===== config.mk =====
export PLATFORM = sky130hd
export DESIGN_NAME = mux4_rr_arbiter_flat
export DESIGN_NICKNAME = d
export VERILOG_FILES = /design/src/rtl/mux4_rr_arbiter_pkg.sv /design/src/rtl/mux4_rr_arbiter_if.sv /design/src/rtl/mux4_rr_arbiter_rr_pick4.sv /design/src/rtl/mux4_rr_arbiter.sv /design/src/flat_wrapper.sv
export SDC_FILE = /design/constraint.sdc
export NUM_CORES = 1
export LEC_CHECK = 0
export CAP_MARGIN = 30
export CORE_ASPECT_RATIO = 0.7
export CORE_MARGIN = 5
export CORE_UTILIZATION = 53
export DETAILED_ROUTE_END_ITERATION = 6
export PLACE_DENSITY = 0.82
export SLEW_MARGIN = 10
export SYNTH_ARGS = -nofsm -noshare
export SYNTH_HDL_FRONTEND = slang
export SYNTH_SLANG_ARGS = --single-unit
export TNS_END_PERCENT = 50

===== constraint.sdc =====
create_clock -name clk -period 2.73 [get_ports clk]
set_input_delay 0.6825 -clock clk [delete_from_list [all_inputs] [get_ports clk]]
set_output_delay 0.6825 -clock clk [all_outputs]
set_load 0.005 [all_outputs]

===== src/rtl/mux4_rr_arbiter_pkg.sv =====
// rtl/mux4_rr_arbiter_pkg.sv - shared constants, state encoding and helpers for the 4:1 round-robin arbiter
package mux4_arb_pkg;

   localparam int N_REQ  = 4;
   localparam int HOLD_W = 4;

   typedef enum logic {
      IDLE  = 1'b0,
      GRANT = 1'b1
   } state_e;

   // One-hot vector for a 2-bit requester index
   function automatic logic [N_REQ-1:0] onehot4(input logic [1:0] idx);
      return 4'b0001 << idx;
   endfunction

endpackage


===== src/rtl/mux4_rr_arbiter_if.sv =====
// rtl/mux4_rr_arbiter_if.sv - request/data/grant bundle between requesters and the arbiter
interface mux4_rr_arbiter_if #(
   parameter int DW = 1
);
   import mux4_arb_pkg::*;

   logic [N_REQ-1:0]    req;
   logic [N_REQ*DW-1:0] din;
   logic [N_REQ-1:0]    gnt;
   logic [1:0]          sel;
   logic                valid;
   logic [DW-1:0]       dout;

   modport master (
      output req,
      output din,
      input  gnt,
      input  sel,
      input  valid,
      input  dout
   );

   modport slave (
      input  req,
      input  din,
      output gnt,
      output sel,
      output valid,
      output dout
   );

endinterface


===== src/rtl/mux4_rr_arbiter_rr_pick4.sv =====
// rtl/mux4_rr_arbiter_rr_pick4.sv - combinational rotating search: first set request at or after start
module rr_pick4
   import mux4_arb_pkg::*;
(
   input  logic [N_REQ-1:0] req,
   input  logic [1:0]       start,
   output logic             found,
   output logic [1:0]       idx
);

   // Walk offsets from farthest to nearest so the nearest set bit is the last to write idx
   always_comb begin
      found = 1'b0;
      idx   = start;
      for (int k = N_REQ - 1; k >= 0; k--) begin
         if (req[start + 2'(k)]) begin
            found = 1'b1;
            idx   = start + 2'(k);
         end
      end
   end

endmodule


===== src/rtl/mux4_rr_arbiter.sv =====
// rtl/mux4_rr_arbiter.sv - round-robin grant controller with bounded hold driving a 4:1 data mux
module mux4_rr_arbiter
   import mux4_arb_pkg::*;
#(
   parameter int DW       = 1,
   parameter int MAX_HOLD = 4
) (
   input  logic              clk,
   input  logic              rst,
   mux4_rr_arbiter_if.slave  bus
);

   localparam logic [HOLD_W-1:0] HOLD_MAX = HOLD_W'(MAX_HOLD);
   localparam logic [HOLD_W-1:0] HOLD_ONE = HOLD_W'(1);

   state_e            state_q, state_d;
   logic [1:0]        ptr_q, ptr_d;
   logic [1:0]        sel_q, sel_d;
   logic [HOLD_W-1:0] hold_q, hold_d;
   logic [N_REQ-1:0]  gnt_q, gnt_d;

   logic              idle_found;
   logic [1:0]        idle_idx;
   logic              next_found;
   logic [1:0]        next_idx;
   logic [N_REQ-1:0]  others;
   logic [1:0]        next_start;
   logic              valid;

   // The current holder is masked out so a handoff never re-picks it; it is searched last
   assign others     = bus.req & ~onehot4(sel_q);
   assign next_start = sel_q + 2'd1;

   rr_pick4 u_pick_idle (
      .req   (bus.req),
      .start (ptr_q),
      .found (idle_found),
      .idx   (idle_idx)
   );

   rr_pick4 u_pick_next (
      .req   (others),
      .start (next_start),
      .found (next_found),
      .idx   (next_idx)
   );

   // State register: grant, select, pointer and hold counter all update together
   always_ff @(posedge clk) begin
      if (rst) begin
         state_q <= IDLE;
         ptr_q   <= 2'd0;
         sel_q   <= 2'd0;
         hold_q  <= '0;
         gnt_q   <= '0;
      end else begin
         state_q <= state_d;
         ptr_q   <= ptr_d;
         sel_q   <= sel_d;
         hold_q  <= hold_d;
         gnt_q   <= gnt_d;
      end
   end

   // Next-state: start a grant from idle, or continue / hand off / saturate / release while granted
   always_comb begin
      state_d = state_q;
      ptr_d   = ptr_q;
      sel_d   = sel_q;
      hold_d  = hold_q;
      gnt_d   = gnt_q;
      case (state_q)
         IDLE: begin
            if (idle_found) begin
               state_d = GRANT;
               gnt_d   = onehot4(idle_idx);
               sel_d   = idle_idx;
               hold_d  = HOLD_ONE;
               ptr_d   = idle_idx + 2'd1;
            end
         end
         GRANT: begin
            if (!bus.req[sel_q] || (hold_q >= HOLD_MAX)) begin
               // Holder released or used up its slot: pass on if anyone else waits
               if (next_found) begin
                  gnt_d  = onehot4(next_idx);
                  sel_d  = next_idx;
                  hold_d = HOLD_ONE;
                  ptr_d  = next_idx + 2'd1;
               end else if (!bus.req[sel_q]) begin
                  state_d = IDLE;
                  gnt_d   = '0;
               end
            end else begin
               hold_d = hold_q + HOLD_ONE;
            end
         end
         default: begin
            state_d = IDLE;
            gnt_d   = '0;
         end
      endcase
   end

   // Outputs: registered grant/select, valid from state, mux lane picked by the registered select
   always_comb begin
      valid     = (state_q == GRANT);
      bus.gnt   = gnt_q;
      bus.sel   = sel_q;
      bus.valid = valid;
      bus.dout  = valid ? bus.din[sel_q*DW +: DW] : '0;
   end

endmodule


===== src/flat_wrapper.sv =====
// flat-port wrapper written by rule: the top's interface ports become plain ports
module mux4_rr_arbiter_flat import mux4_arb_pkg::*;
#(
   parameter int DW       = 1,
   parameter int MAX_HOLD = 4
)
  (clk, rst, bus_req, bus_din, bus_gnt, bus_sel, bus_valid, bus_dout);
  mux4_rr_arbiter_if #(.DW(DW)) bus_i ();
  input  logic clk;
  input  logic rst;
  input wire logic [$bits(bus_i.req)-1:0] bus_req;
  input wire logic [$bits(bus_i.din)-1:0] bus_din;
  output wire logic [$bits(bus_i.gnt)-1:0] bus_gnt;
  output wire logic [$bits(bus_i.sel)-1:0] bus_sel;
  output wire logic [$bits(bus_i.valid)-1:0] bus_valid;
  output wire logic [$bits(bus_i.dout)-1:0] bus_dout;
  assign bus_i.req = bus_req;
  assign bus_i.din = bus_din;
  assign bus_gnt = bus_i.gnt;
  assign bus_sel = bus_i.sel;
  assign bus_valid = bus_i.valid;
  assign bus_dout = bus_i.dout;
  mux4_rr_arbiter #(.DW(DW), .MAX_HOLD(MAX_HOLD)) u_core (.clk(clk), .rst(rst), .bus(bus_i));
endmodule

==> impl_metrics.env <==
export IMPL_gp_congestion=0.8960
export IMPL_r2r_start="u_core.bus.sel[0]"
export IMPL_synth_yosys_seq_area_share=0.2337
export IMPL_yosysWarnings=0
export IMPL_register_area_sq_um=260.3
export IMPL_yosysTopAreaCell="dfxtp_1"
export IMPL_fin_skew_ns=0.006300
export IMPL_powerDensity_nw_per_um2=643.9
export IMPL_vdd_drop_max_uv=446.9
export IMPL_status="finished clean"
export IMPL_route_detailed_drc=0
export IMPL_leakagePower_nw=0.5773
export IMPL_core_area_sq_um=1919
export IMPL_postCtsResizedCells=1
export IMPL_antenna_found_initial=0
export IMPL_final_period_utilization=0.9675
export IMPL_synthMuxAreaShare=0.07528
export IMPL_fillerInstances=156
export IMPL_grt_max_degree=11
export IMPL_whs_endpoint="u_core.bus.gnt[3]"
export IMPL_wirelength_mm=2.809
export IMPL_reg2reg_to="u_core.bus.gnt[2]"
export IMPL_synthXorXnorAreaFrac=0
export IMPL_postCtsHoldBufs=0
export IMPL_drive_above_1_share=0.1948
export IMPL_min_delay_start="u_core.bus.gnt[3]"
export IMPL_dieHeight_microns=48.35
export IMPL_synth_edf_count=0
export IMPL_drv_cap=0
export IMPL_clkLatencyLatePin_ns=0.27
export IMPL_synthesis_instances=127
export IMPL_synth_top_family_by_area="compound AO/OA/AOI/OAI gates"
export IMPL_slew_headroom=0.6732
export IMPL_mostFrequentLayoutCells="16 x clkdlybuf4s50_1, 13 x buf_4, 13 x dfxtp_1"
export IMPL_fin_nets=170
export IMPL_synth_compound_area_frac=0.3067
export IMPL_critPathRequiredTime_ns=2.05
export IMPL_setup_viol=0
export IMPL_via_per_inst=6.358
export IMPL_drv_slew=0
export IMPL_cts_post_setup_buffers_inserted=0
export IMPL_htreeDepth=1
export IMPL_hold_depth=2
export IMPL_rsz0062_at_grt="false"
export IMPL_grt_pass1_vias=1041
export IMPL_port_buffers=17
export IMPL_final_common_cell="clkdlybuf4s50_1"
export IMPL_cts_buffer_depth=2
export IMPL_clk_root_buffer_cell="clkbuf_4"
export IMPL_synthArstFlopShare=0
export IMPL_fp_dieW_microns=64.79
export IMPL_grt_first_pass_wirelength_mm=4.636
export IMPL_syn_cell_area_sq_um=1114
export IMPL_dieArea_sq_um=3132
export IMPL_reg2regPathDepth=7
export IMPL_clk_pin_slew_ns=0.08
export IMPL_dpl_hpwl_mm=2.210
export IMPL_dr_pass1_iters=4
export IMPL_drt_initial_drc_count=56
export IMPL_min_path_type="reg2reg"
export IMPL_criticalPathCategory="in2out"
export IMPL_cts_num_sinks=13
export IMPL_cts_tree="done"
export IMPL_yosys_area_share_simple=0.2640
export IMPL_syn_area_per_cell_sq_um=8.768
export IMPL_hold_viol_final=0
export IMPL_synth_top_area_frac=0.2337
export IMPL_rrSetupSlack_ns=0.44
export IMPL_diodes=0
export IMPL_numCtsBuffers=3
export IMPL_syn_nets=142
export IMPL_yosysUniqueCellTypes=53
export IMPL_io_pins=18
export IMPL_endpoint_kind="output port"
export IMPL_grt_ovfl_total=0
export IMPL_ys_ff_latch=13
export IMPL_timing_final_ws_setup_ns=0.08883
export IMPL_grt_total_usage=0.1815
export IMPL_path_max_fanout=1
export IMPL_area_growth_pct=24.72
export IMPL_final_antenna_net_count=0
export IMPL_period_minus_slack_ns=2.641
export IMPL_synth_area_leaders="dfxtp_1 23%, ha_1 5.6%, mux2i_1 4.5%, nor2b_1 3.9%, nor3_1 2.7%"
export IMPL_synth_adder_area_share=0.05618
export IMPL_rows=13
export IMPL_place_ws_ns=-0.1099
export IMPL_wl_per_cell_microns=15.96
export IMPL_max_slew_worst_pin_slew_ns=0.4889
export IMPL_fmax_mhz=378.6
export IMPL_multi_input_area_sq_um=782.0
export IMPL_vias=1119
export IMPL_start_util=0.5802
export IMPL_start_kind="primary input"
export IMPL_finalSetupTns_ns=0
export IMPL_arrival_ns=1.96
export IMPL_ys_flop_type="dfxtp_1"
-- registers in the layout, summed over array words and instances, names as in the netlist --
name	count
u_core.bus.sel	2
u_core.ptr_q	2
u_core.hold_q	4
u_core.bus.valid	1
u_core.bus.gnt	4
-- logic make-up after synthesis --
| logic type | Yosys count |
|---|---|
| AO/OA/AOI/OAI | 39 |
| multiplexers | 7 |
| adder cells (fa/ha/maj) | 5 |
| buffers and inverters | 14 |
| flip-flops | 13 |
| AND/OR/NAND/NOR | 49 |
-- cell usage after synthesis, types with 3 or more instances --
library cell  instances
dfxtp_1              13
a21oi_1               4
a22oi_1               3
nand2_1               4
a31oi_1               3
a211oi_1              4
ha_1                  5
nand2b_1              4
buf_2                 3
mux2i_1               5
nor3_1                6
nor2b_1               7
o21ai_0               4
inv_1                 7
nand3b_1              3
nand3_1               3
nor2_1                7
-- worst max path at each step --
stage	startpoint	endpoint	slack [ns]	cells past startpoint
floorplan	u_core.bus.sel[0]	u_core.bus.gnt[2]	0.66	8
global placement	bus_din[3]	bus_dout	-0.08	4
detailed placement	bus_din[1]	bus_dout	-0.11	4
CTS	bus_din[3]	bus_dout	0.08	4
global route	bus_din[3]	bus_dout	0.03	4
finish	bus_din[3]	bus_dout	0.09	4
-- power breakdown --
group | internal [mW] | total [mW] | switching [mW]
registers | 0.224 | 0.264 | 0.0402
clock network | 0.0566 | 0.118 | 0.0615
logic | 0.260 | 0.512 | 0.252
total | 0.541 | 0.894 | 0.354
-- per-stage QoR --
step / total power [mW] / area, sq um / cells / hold WS (ns) / util
after floorplan: 0.5973 / 1114 / 127 / 0.4735 / -
after global placement: 0.7546 / 1364 / 172 / 0.4736 / 0.7106
after detailed placement: 0.7722 / 1364 / 172 / 0.4811 / 0.7106
after CTS: 0.8889 / 1389 / 176 / 0.4928 / 0.7236
after global routing: 0.9573 / 1389 / 176 / 0.5206 / 0.7236
final: 0.8943 / 1389 / 176 / 0.4908 / 0.7236
-- worst max-delay path, cell delays in order --
cell and delay (ns):
clkdlybuf4s50_1 0.40, mux4_2 0.46, and2_1 0.16, dlygate4sd2_1 0.26
-- metal layers --
layer | routed length (microns) | track usage | vias up
met4 | 29 | 0.04912 | 0
met2 | 1271 | 0.2767 | 43
li1 | - | - | 534
met3 | 195 | 0.05530 | 6
met5 | 0 | 0 | -
met1 | 1313 | 0.2459 | 536
-- final cells by class --
cell class / instances / share of cell area
clock buffers: 4 / 0.01892
inverters: 7 / 0.01892
multi-input cells: 100 / 0.5631
flip-flops and latches: 13 / 0.1874
well taps: 22 / 0.01982
repair buffers: 30 / 0.1919
Power figures use the tool's default switching activity.
